===== src/rtl/id_ex_decode_stage_if.sv =====
// ID/EX decode stage bus: upstream instruction handshake, flush, ID/EX register outputs.
// Latency: none, this is wiring only.
// Backpressure: in_ready/out_ready valid-ready pairs; the master side drives in_* and out_ready.
// Ports: in_valid/in_ready/in_instr/in_pc/flush from IF/ID; out_* ID/EX register contents
// with out_valid/out_ready to EX; hazard_stall and stall_count for observability.
interface id_ex_decode_stage_if #(
  parameter int XLEN  = 32,
  parameter int CNT_W = 16
);
  logic             in_valid;
  logic             in_ready;
  logic [31:0]      in_instr;
  logic [XLEN-1:0]  in_pc;
  logic             flush;
  logic             out_valid;
  logic             out_ready;
  logic [XLEN-1:0]  out_pc;
  logic [4:0]       out_rs1;
  logic [4:0]       out_rs2;
  logic [4:0]       out_rd;
  logic             out_RUWr;
  logic [2:0]       out_ImmSrc;
  logic             out_AluASrc;
  logic             out_AluBSrc;
  logic [4:0]       out_BrOp;
  logic [4:0]       out_ALUOp;
  logic             out_DMWr;
  logic [2:0]       out_DMCtrl;
  logic [1:0]       out_RUDataWrSrc;
  logic             out_is_load;
  logic             out_illegal;
  logic             hazard_stall;
  logic [CNT_W-1:0] stall_count;

  // master: the surrounding pipeline (IF/ID producer and EX consumer)
  modport master (
    output in_valid, in_instr, in_pc, flush, out_ready,
    input  in_ready, out_valid, out_pc, out_rs1, out_rs2, out_rd, out_RUWr, out_ImmSrc,
           out_AluASrc, out_AluBSrc, out_BrOp, out_ALUOp, out_DMWr, out_DMCtrl,
           out_RUDataWrSrc, out_is_load, out_illegal, hazard_stall, stall_count
  );

  // slave: the decode stage itself
  modport slave (
    input  in_valid, in_instr, in_pc, flush, out_ready,
    output in_ready, out_valid, out_pc, out_rs1, out_rs2, out_rd, out_RUWr, out_ImmSrc,
           out_AluASrc, out_AluBSrc, out_BrOp, out_ALUOp, out_DMWr, out_DMCtrl,
           out_RUDataWrSrc, out_is_load, out_illegal, hazard_stall, stall_count
  );
endinterface


===== src/rtl/id_ex_decode_stage.sv =====
// RV32I(+M) decode into the ID/EX pipeline register with load-use stall and stall counter.
// Latency: 1 cycle from acceptance to out_valid.
// Backpressure: in_ready drops on flush, load-use hazard, or a full register not drained by EX.
// Ports: clk, rst (sync, active-high), bus (id_ex_decode_stage_if.slave) carrying all
// handshake, instruction and control-bundle signals.
module id_ex_decode_stage #(
  parameter int XLEN      = 32,
  parameter int EN_M_EXT  = 0,
  parameter int EN_HAZARD = 1,
  parameter int CNT_W     = 16
) (
  input  logic                clk,
  input  logic                rst,
  id_ex_decode_stage_if.slave bus
);

  typedef struct packed {
    logic [XLEN-1:0] pc;
    logic [4:0]      rs1;
    logic [4:0]      rs2;
    logic [4:0]      rd;
    logic            ruwr;
    logic [2:0]      immsrc;
    logic            alua;
    logic            alub;
    logic [4:0]      brop;
    logic [4:0]      aluop;
    logic            dmwr;
    logic [2:0]      dmctrl;
    logic [1:0]      wrsrc;
    logic            is_load;
    logic            illegal;
  } idex_t;

  localparam bit M_ON  = (EN_M_EXT != 0);
  localparam bit HZ_ON = (EN_HAZARD != 0);

  idex_t            dec;
  idex_t            q;
  logic             valid_q;
  logic             use_rs1;
  logic             use_rs2;
  logic             ill;
  logic             hazard;
  logic             stall;
  logic             rdy;
  logic [CNT_W-1:0] cnt_q;

  wire [6:0] opcode = bus.in_instr[6:0];
  wire [2:0] f3     = bus.in_instr[14:12];
  wire [6:0] f7     = bus.in_instr[31:25];

  always_comb begin
    dec     = '0;
    use_rs1 = 1'b0;
    use_rs2 = 1'b0;
    ill     = 1'b0;
    dec.pc  = bus.in_pc;
    dec.rs1 = bus.in_instr[19:15];
    dec.rs2 = bus.in_instr[24:20];
    dec.rd  = bus.in_instr[11:7];
    case (opcode)
      7'b0110011: begin // R-type
        dec.ruwr = 1'b1;
        use_rs1  = 1'b1;
        use_rs2  = 1'b1;
        if (f7 == 7'b0000000)                                        dec.aluop = {2'b00, f3};
        else if (f7 == 7'b0100000 && (f3 == 3'b000 || f3 == 3'b101)) dec.aluop = {2'b01, f3};
        else if (f7 == 7'b0000001 && M_ON)                           dec.aluop = {2'b10, f3};
        else                                                         ill = 1'b1;
      end
      7'b0010011: begin // I-arith; only the shifts carry a funct7
        dec.ruwr = 1'b1;
        dec.alub = 1'b1;
        use_rs1  = 1'b1;
        if (f3 == 3'b001) begin
          if (f7 == 7'b0000000) dec.aluop = 5'b00001;
          else                  ill = 1'b1;
        end else if (f3 == 3'b101) begin
          if (f7 == 7'b0000000)      dec.aluop = 5'b00101;
          else if (f7 == 7'b0100000) dec.aluop = 5'b01101;
          else                       ill = 1'b1;
        end else begin
          dec.aluop = {2'b00, f3};
        end
      end
      7'b0000011: begin // load
        dec.ruwr    = 1'b1;
        dec.alub    = 1'b1;
        dec.wrsrc   = 2'b01;
        dec.is_load = 1'b1;
        dec.dmctrl  = f3;
        use_rs1     = 1'b1;
        ill         = (f3 == 3'b011) || (f3 == 3'b110) || (f3 == 3'b111);
      end
      7'b1100111: begin // JALR
        dec.ruwr  = 1'b1;
        dec.alub  = 1'b1;
        dec.brop  = 5'b10000;
        dec.wrsrc = 2'b10;
        use_rs1   = 1'b1;
      end
      7'b1100011: begin // branch
        dec.immsrc = 3'b101;
        dec.alua   = 1'b1;
        dec.alub   = 1'b1;
        dec.brop   = {2'b01, f3};
        use_rs1    = 1'b1;
        use_rs2    = 1'b1;
        ill        = (f3 == 3'b010) || (f3 == 3'b011);
      end
      7'b0100011: begin // store
        dec.immsrc = 3'b001;
        dec.alub   = 1'b1;
        dec.dmwr   = 1'b1;
        dec.dmctrl = f3;
        use_rs1    = 1'b1;
        use_rs2    = 1'b1;
        ill        = (f3 > 3'b010);
      end
      7'b1101111: begin // JAL
        dec.ruwr   = 1'b1;
        dec.immsrc = 3'b110;
        dec.alua   = 1'b1;
        dec.alub   = 1'b1;
        dec.brop   = 5'b10000;
        dec.wrsrc  = 2'b10;
      end
      7'b0110111: begin // LUI: ALU passes operand B through
        dec.ruwr   = 1'b1;
        dec.immsrc = 3'b010;
        dec.alub   = 1'b1;
        dec.aluop  = 5'b01001;
      end
      7'b0010111: begin // AUIPC
        dec.ruwr   = 1'b1;
        dec.immsrc = 3'b010;
        dec.alua   = 1'b1;
        dec.alub   = 1'b1;
      end
      default: ill = 1'b1;
    endcase
    // An illegal instruction must not change architectural state or redirect fetch.
    if (ill) begin
      dec.ruwr = 1'b0;
      dec.dmwr = 1'b0;
      dec.brop = 5'b00000;
    end
    dec.illegal = ill;
  end

  // Load-use: the load still sitting in ID/EX produces a register the incoming instruction reads.
  assign hazard = HZ_ON && valid_q && q.is_load && (q.rd != 5'd0) && bus.in_valid &&
                  ((use_rs1 && dec.rs1 == q.rd) || (use_rs2 && dec.rs2 == q.rd));
  assign stall  = hazard && !bus.flush;
  assign rdy    = !bus.flush && !stall && (!valid_q || bus.out_ready);

  always_ff @(posedge clk) begin
    if (rst) begin
      valid_q <= 1'b0;
      q       <= '0;
    end else if (bus.flush) begin
      valid_q <= 1'b0;
    end else if (bus.in_valid && rdy) begin
      valid_q <= 1'b1;
      q       <= dec;
    end else if (bus.out_ready) begin
      // During a stall with EX draining, this empties the register: the bubble.
      valid_q <= 1'b0;
    end
  end

  always_ff @(posedge clk) begin
    if (rst)                                  cnt_q <= '0;
    else if (stall && cnt_q != {CNT_W{1'b1}}) cnt_q <= cnt_q + 1'b1;
  end

  assign bus.in_ready        = rdy;
  assign bus.hazard_stall    = stall;
  assign bus.stall_count     = cnt_q;
  assign bus.out_valid       = valid_q;
  assign bus.out_pc          = q.pc;
  assign bus.out_rs1         = q.rs1;
  assign bus.out_rs2         = q.rs2;
  assign bus.out_rd          = q.rd;
  assign bus.out_RUWr        = q.ruwr;
  assign bus.out_ImmSrc      = q.immsrc;
  assign bus.out_AluASrc     = q.alua;
  assign bus.out_AluBSrc     = q.alub;
  assign bus.out_BrOp        = q.brop;
  assign bus.out_ALUOp       = q.aluop;
  assign bus.out_DMWr        = q.dmwr;
  assign bus.out_DMCtrl      = q.dmctrl;
  assign bus.out_RUDataWrSrc = q.wrsrc;
  assign bus.out_is_load     = q.is_load;
  assign bus.out_illegal     = q.illegal;

endmodule


===== src/flat_wrapper.sv =====
// flat-port wrapper written by rule: the top's interface ports become plain ports
module id_ex_decode_stage_flat 
#(
  parameter int XLEN      = 32,
  parameter int EN_M_EXT  = 0,
  parameter int EN_HAZARD = 1,
  parameter int CNT_W     = 16
)
  (clk, rst, bus_in_valid, bus_in_instr, bus_in_pc, bus_flush, bus_out_ready, bus_in_ready, bus_out_valid, bus_out_pc, bus_out_rs1, bus_out_rs2, bus_out_rd, bus_out_RUWr, bus_out_ImmSrc, bus_out_AluASrc, bus_out_AluBSrc, bus_out_BrOp, bus_out_ALUOp, bus_out_DMWr, bus_out_DMCtrl, bus_out_RUDataWrSrc, bus_out_is_load, bus_out_illegal, bus_hazard_stall, bus_stall_count);
  id_ex_decode_stage_if #(.XLEN(XLEN), .CNT_W(CNT_W)) bus_i ();
  input  logic clk;
  input  logic rst;
  input wire logic [$bits(bus_i.in_valid)-1:0] bus_in_valid;
  input wire logic [$bits(bus_i.in_instr)-1:0] bus_in_instr;
  input wire logic [$bits(bus_i.in_pc)-1:0] bus_in_pc;
  input wire logic [$bits(bus_i.flush)-1:0] bus_flush;
  input wire logic [$bits(bus_i.out_ready)-1:0] bus_out_ready;
  output wire logic [$bits(bus_i.in_ready)-1:0] bus_in_ready;
  output wire logic [$bits(bus_i.out_valid)-1:0] bus_out_valid;
  output wire logic [$bits(bus_i.out_pc)-1:0] bus_out_pc;
  output wire logic [$bits(bus_i.out_rs1)-1:0] bus_out_rs1;
  output wire logic [$bits(bus_i.out_rs2)-1:0] bus_out_rs2;
  output wire logic [$bits(bus_i.out_rd)-1:0] bus_out_rd;
  output wire logic [$bits(bus_i.out_RUWr)-1:0] bus_out_RUWr;
  output wire logic [$bits(bus_i.out_ImmSrc)-1:0] bus_out_ImmSrc;
  output wire logic [$bits(bus_i.out_AluASrc)-1:0] bus_out_AluASrc;
  output wire logic [$bits(bus_i.out_AluBSrc)-1:0] bus_out_AluBSrc;
  output wire logic [$bits(bus_i.out_BrOp)-1:0] bus_out_BrOp;
  output wire logic [$bits(bus_i.out_ALUOp)-1:0] bus_out_ALUOp;
  output wire logic [$bits(bus_i.out_DMWr)-1:0] bus_out_DMWr;
  output wire logic [$bits(bus_i.out_DMCtrl)-1:0] bus_out_DMCtrl;
  output wire logic [$bits(bus_i.out_RUDataWrSrc)-1:0] bus_out_RUDataWrSrc;
  output wire logic [$bits(bus_i.out_is_load)-1:0] bus_out_is_load;
  output wire logic [$bits(bus_i.out_illegal)-1:0] bus_out_illegal;
  output wire logic [$bits(bus_i.hazard_stall)-1:0] bus_hazard_stall;
  output wire logic [$bits(bus_i.stall_count)-1:0] bus_stall_count;
  assign bus_i.in_valid = bus_in_valid;
  assign bus_i.in_instr = bus_in_instr;
  assign bus_i.in_pc = bus_in_pc;
  assign bus_i.flush = bus_flush;
  assign bus_i.out_ready = bus_out_ready;
  assign bus_in_ready = bus_i.in_ready;
  assign bus_out_valid = bus_i.out_valid;
  assign bus_out_pc = bus_i.out_pc;
  assign bus_out_rs1 = bus_i.out_rs1;
  assign bus_out_rs2 = bus_i.out_rs2;
  assign bus_out_rd = bus_i.out_rd;
  assign bus_out_RUWr = bus_i.out_RUWr;
  assign bus_out_ImmSrc = bus_i.out_ImmSrc;
  assign bus_out_AluASrc = bus_i.out_AluASrc;
  assign bus_out_AluBSrc = bus_i.out_AluBSrc;
  assign bus_out_BrOp = bus_i.out_BrOp;
  assign bus_out_ALUOp = bus_i.out_ALUOp;
  assign bus_out_DMWr = bus_i.out_DMWr;
  assign bus_out_DMCtrl = bus_i.out_DMCtrl;
  assign bus_out_RUDataWrSrc = bus_i.out_RUDataWrSrc;
  assign bus_out_is_load = bus_i.out_is_load;
  assign bus_out_illegal = bus_i.out_illegal;
  assign bus_hazard_stall = bus_i.hazard_stall;
  assign bus_stall_count = bus_i.stall_count;
  id_ex_decode_stage #(.XLEN(XLEN), .EN_M_EXT(EN_M_EXT), .EN_HAZARD(EN_HAZARD), .CNT_W(CNT_W)) u_core (.clk(clk), .rst(rst), .bus(bus_i));
endmodule

===== config.mk =====
export PLATFORM = sky130hd
export DESIGN_NAME = id_ex_decode_stage_flat
export DESIGN_NICKNAME = d
export VERILOG_FILES = /design/src/rtl/id_ex_decode_stage_if.sv /design/src/rtl/id_ex_decode_stage.sv /design/src/flat_wrapper.sv
export SDC_FILE = /design/constraint.sdc
export NUM_CORES = 1
export LEC_CHECK = 0
export CORE_AREA = 2 2 100 102
export CTS_CLUSTER_DIAMETER = 150
export DETAILED_ROUTE_END_ITERATION = 16
export DIE_AREA = 0 0 102 104
export PLACE_DENSITY_LB_ADDON = 0.2
export SYNTH_ARGS = -nofsm -noshare
export SYNTH_HDL_FRONTEND = slang
export SYNTH_SLANG_ARGS = --single-unit

===== constraint.sdc =====
create_clock -name clk -period 4.65 [get_ports clk]
set_input_delay 0.6975 -clock clk [delete_from_list [all_inputs] [get_ports clk]]
set_output_delay 0.6975 -clock clk [all_outputs]
set_load 0.01 [all_outputs]

==> After elaboration in Yosys (flattened, before gate mapping) <==
Cells that the tools add are included.
{ "word_totals": {"ff_bits": 88, "output_inout_bits": 90} }
{ "classes": {"addsub": 1, "magnitude_cmp": 1, "eq_ne": 19, "muxes": 32, "bitwise_logic": 1, "reduce_logical": 36} }
{ "op_table": {"columns": ["operator", "count"], "rows": [
  ["$eq 7x6->1 const B", 4],
  ["$mux 5", 5],
  ["$eq 7x7->1 const B", 3],
  ["$mux 1", 19],
  ["$add 16x1->16 const B", 1],
  ["$ne 16x16->1 const B", 1],
  ["$pmux 5 s3", 1],
  ["$eq 7x5->1 const B", 2],
  ["$logic_and 1x1->1", 12],
  ["$pmux 3 s4", 1],
  ["$eq 5x5->1", 2],
  ["$pmux 5 s2", 1],
  ["$eq 3x3->1 const B", 3],
  ["$mux 4", 2],
  ["$reduce_or 2->1", 4],
  ["$reduce_or 8->1", 1],
  ["$eq 7x2->1 const B", 1],
  ["$logic_not 7->1", 1],
  ["$reduce_or 7->1", 1],
  ["$eq 3x2->1 const B", 2],
  ["$logic_or 1x1->1", 6],
  ["$pmux 1 s6", 1],
  ["$reduce_or 3->1", 2],
  ["$reduce_or 6->1", 1],
  ["11 further kinds", 13]
]} }

==> Logic depth before layout (Yosys ltp) <==
{ "depth": {"depth_word": 12, "ltp_mapped": 9, "mapped_depth_nobuf": 7} }

==> Least setup slack after synthesis <==
Ideal clock, no wire load.
{ "synth_path": {"kind": "input port to output port", "from": "input bus_in_instr[6]", "to": "output bus_hazard_stall", "arrival_time_ps": 2198, "required_time_ps": 3953, "setup_slack_ps": 1754, "cell_stages": 7, "n_path_buf": 3, "cell_sequence": "buf_6 or2_4 a2111oi_4 o21ai_1 clkbuf_1 buf_2 nor2_1"} }
{ "synth_via": {"elab_chain_cells": 7} }
{ "synth_lines": {"columns": ["element", "line_no", "source"], "rows": [
  ["start, declared", "flat_wrapper.sv:14", "input wire logic [$bits(bus_i.in_instr)-1:0] bus_in_instr;"],
  ["$eq 7x7->1 (tied with other cells)", "id_ex_decode_stage.sv:62", "case (opcode)"],
  ["$reduce_or 6->1 (no line) or $reduce_or 3->1 (tied branches)", null, null],
  ["$mux 1", "id_ex_decode_stage.sv:62", null],
  ["$logic_and 1x1->1", "id_ex_decode_stage.sv:154", "((use_rs1 && dec.rs1 == q.rd) || (use_rs2 && dec.rs2 == q.rd));"],
  ["$logic_or 1x1->1 (*)", "id_ex_decode_stage.sv:154", null],
  ["$logic_and 1x1->1 (*)", "id_ex_decode_stage.sv:153", "assign hazard = HZ_ON && valid_q && q.is_load && (q.rd != 5'd0) && bus.in_valid &&"],
  ["$logic_and 1x1->1 (*)", "id_ex_decode_stage.sv:155", "assign stall = hazard && !bus.flush;"],
  ["end, declared", "flat_wrapper.sv:35", "output wire logic [$bits(bus_i.hazard_stall)-1:0] bus_hazard_stall;"]
]} }
Mark *: on every way between the ends. The rest lies on a longest branch, timed or not.

==> Final worst setup path <==
{ "layout_path": {"from": "input bus_in_instr[2]", "to": "output bus_hazard_stall"} }
The elaborated chain is that of the path after synthesis.

==> metrics.txt <==
crit path capture type=output pin; CP dominant cell by count=clkdlybuf4s50_1; cts hold-fix bufs=0; Final Hold Viols=0; top achievable clock speed=264 MHz; setup tns final=0 ns; CP Cell Sequence=clkdlybuf4s50_1 -> nand4bb_1 -> nor3_2 -> o21ai_4 -> nor2_1 -> clkdlybuf4s50_1; Final Non-Filler Cells=776; data required time of the worst path=around 4.0 ns; Layout fillers=~850; R2R Path Start=u_core.bus.out_rd[1]; Vert. Die Dim=104 um; total track usage=0.230; DR vias=4345; vias per cell=5.60; Final #Nets=710; post-synth top area share=0.417; CP Launch Point=bus_in_instr[2]; GPL Wtd Cong=0.850; clock edge transition at the registers on the reported setup and hold paths=0.07 ns; Yosys top cell by area=dfxtp_1; Cells after Synth=514; global route total overflow=0; FF-to-FF path depth=7; Synth top cells by count=87 x dfxtp_1, 77 x o21ai_0, 68 x a21oi_1; clk sinks=87; Post-synth EDFFs=0; top post-synthesis cells by area=dfxtp_1 42%, o21ai_0 9.2%, a21oi_1 8.1%; maximum root-to-sink buffer count=2; Hold Path Stages=2; unrepaired setup endpoints after global routing=no; Final ANT Viol Nets=0; clock latency on the worst-skew pair=0.35 ns; peak supply drop=0.123 mV; CP Launch Type=input pin; antenna violations before repair=0; Initial Utilization=0.438; hpwl dp=8530 um; setup repair bufs after CTS=0; Pwr Density=257 nW/um^2; transition time of the tightest slew-check pin=approximately 1.1 ns; sequential fraction of the synthesis area=0.417; layout cells sized above 1=0.0529; Final min period=approximately 3.8 ns; critical path peak fanout=13; Ports=about 160; H-tree depth=3; top-count cell post-synth=dfxtp_1; CP endpoint=bus_hazard_stall; Max-cap violations=0; Root Buffer=clkbuf_8; vias in the first global route=4024; #FFs+latches synth=87; final wirelength=12400 um; Finish-stage setup viols=0; DR iter-0 viols=288; Layout area overhead=41.4%; Clock Skew=0.0122 ns; Tcrit/Tclk final=0.814; n_diodes=0; Setup Crit Path Kind=in2out; total CTS buffers=9; area of the die=10600 um^2; Synth Flop Type=dfxtp_1; Slew HR=0.266; WHS=around 0.48 ns; cell count after placement=762; Synth Net Count=584; # rows=36; Mapped Avg Cell Area=8.14 um^2; largest net degree at the start of global routing=58; Slowest Stage Delay on Critical Path=about 0.63 ns; r2r endpoint=u_core.bus.out_DMWr; Reg2Reg Setup Slack=1.93 ns; mapped cell area=4180 um^2; PnR Total Power=1.52 mW; status=complete, no violations; Leak Pwr=1.90 nW; CP max stage cell=clkdlybuf4s50_1; CTS tree=done; detail-routed net length per standard cell=~16 um; worst path arrival time=3.09 ns; first-pass GRT wire length=19800 um; Hold WC Path Type=reg2reg; yosys synthesis warning count=0; async set-or-reset flop fraction in the synthesized netlist=0; final slew viol count=0; DRC=0; port buffer count=157; Cell variety after synth=53; drt pass-1 iters=5; post-CTS sizing=0; DIE WIDTH=102 um; Placeable Area=9550 um^2
[flip-flops by register name (all words and copies together) (netlist names), 2 cells and up]
register / cells
u_core.bus.out_RUDataWrSrc: 2
u_core.bus.out_rs1: 5
u_core.bus.out_BrOp: 5
u_core.bus.out_pc: 32
u_core.bus.out_rd: 5
u_core.bus.out_rs2: 5
u_core.bus.out_ImmSrc: 3
u_core.bus.out_DMCtrl: 3
u_core.bus.stall_count: 16
u_core.bus.out_ALUOp: 4
[worst max-delay path, delay by kind of cell]
kind            cells  cell delay (ns)
compound gates      1             0.10
buf+inv             2             1.20
simple gates        3             1.08
[report_power, final]
group	leakage, nW	internal [mW]	switching, mW
combinational	1.09	0.122	0.104
clock	0.0940	0.255	0.257
sequential	0.707	0.766	0.0132
total	1.90	1.14	0.374
[layer usage]
| layer | GRT usage | wire [um] |
|---|---|---|
| met5 | 0 | 0 |
| met4 | 0.0752 | 197 |
| met3 | 0.0329 | 817 |
| met2 | 0.368 | 6040 |
| met1 | 0.316 | 5330 |
[worst min-delay path by stage]
stage | start | slack (ns) | endpoint
finish | u_core.bus.out_pc[1] | 0.48 | u_core.bus.out_pc[1]
global route | u_core.bus.out_pc[5] | 0.49 | u_core.bus.out_pc[5]
CTS | u_core.bus.out_pc[1] | 0.48 | u_core.bus.out_pc[1]
detailed placement | u_core.bus.out_pc[1] | 0.47 | u_core.bus.out_pc[1]
global placement | u_core.bus.out_pc[16] | 0.46 | u_core.bus.out_pc[16]
floorplan | u_core.bus.out_ALUOp[1] | 0.49 | u_core.bus.out_ALUOp[1]
[final cells by class]
cell class | instances | area, um^2 | share of cell area
Tap cell | 133 | 166 | 0.0281
Clock buffer | 10 | 138 | 0.0233
Clock inverter | 4 | 47.5 | 0.00804
Multi-Input combinational cell | 374 | 2200 | 0.372
Timing Repair Buffer | 161 | 1600 | 0.270
Inverter | 7 | 26.3 | 0.00444
Sequential cell | 87 | 1740 | 0.295
[cell families after synthesis]
kind of cell | after synthesis | synth area share
AOI/OAI and AO/OA | 169 | 0.227
xor gates and xnor gates | 13 | 0.0272
adders and majority gates | 1 | 0.00299
buffers and inverters | 53 | 0.0610
DFF | 87 | 0.417
muxes | 11 | 0.0278
other | 1 | 0.000897
and+or+nand+nor | 179 | 0.237
[stage by stage]
stage	utilization	area [um^2]	worst slack [ns]
4_1_cts	0.619	5910	0.902
6_report	0.619	5910	0.866
2_1_floorplan	-	4180	1.75
3_3_place_gp	0.600	5730	0.985
3_5_place_dp	0.600	5730	0.923
5_1_grt	0.619	5910	0.790
[layout by cell type (no fill, tap or decap), types with 12 or more instances in the layout]
cell type	count
nand2b_1	20
o21ai_0	77
a21oi_1	68
or3_1	13
nand2_1	12
nor2_1	22
dfxtp_1	87
clkdlybuf4s50_1	156
nand3_1	64
(Power assumes the default switching activity.)
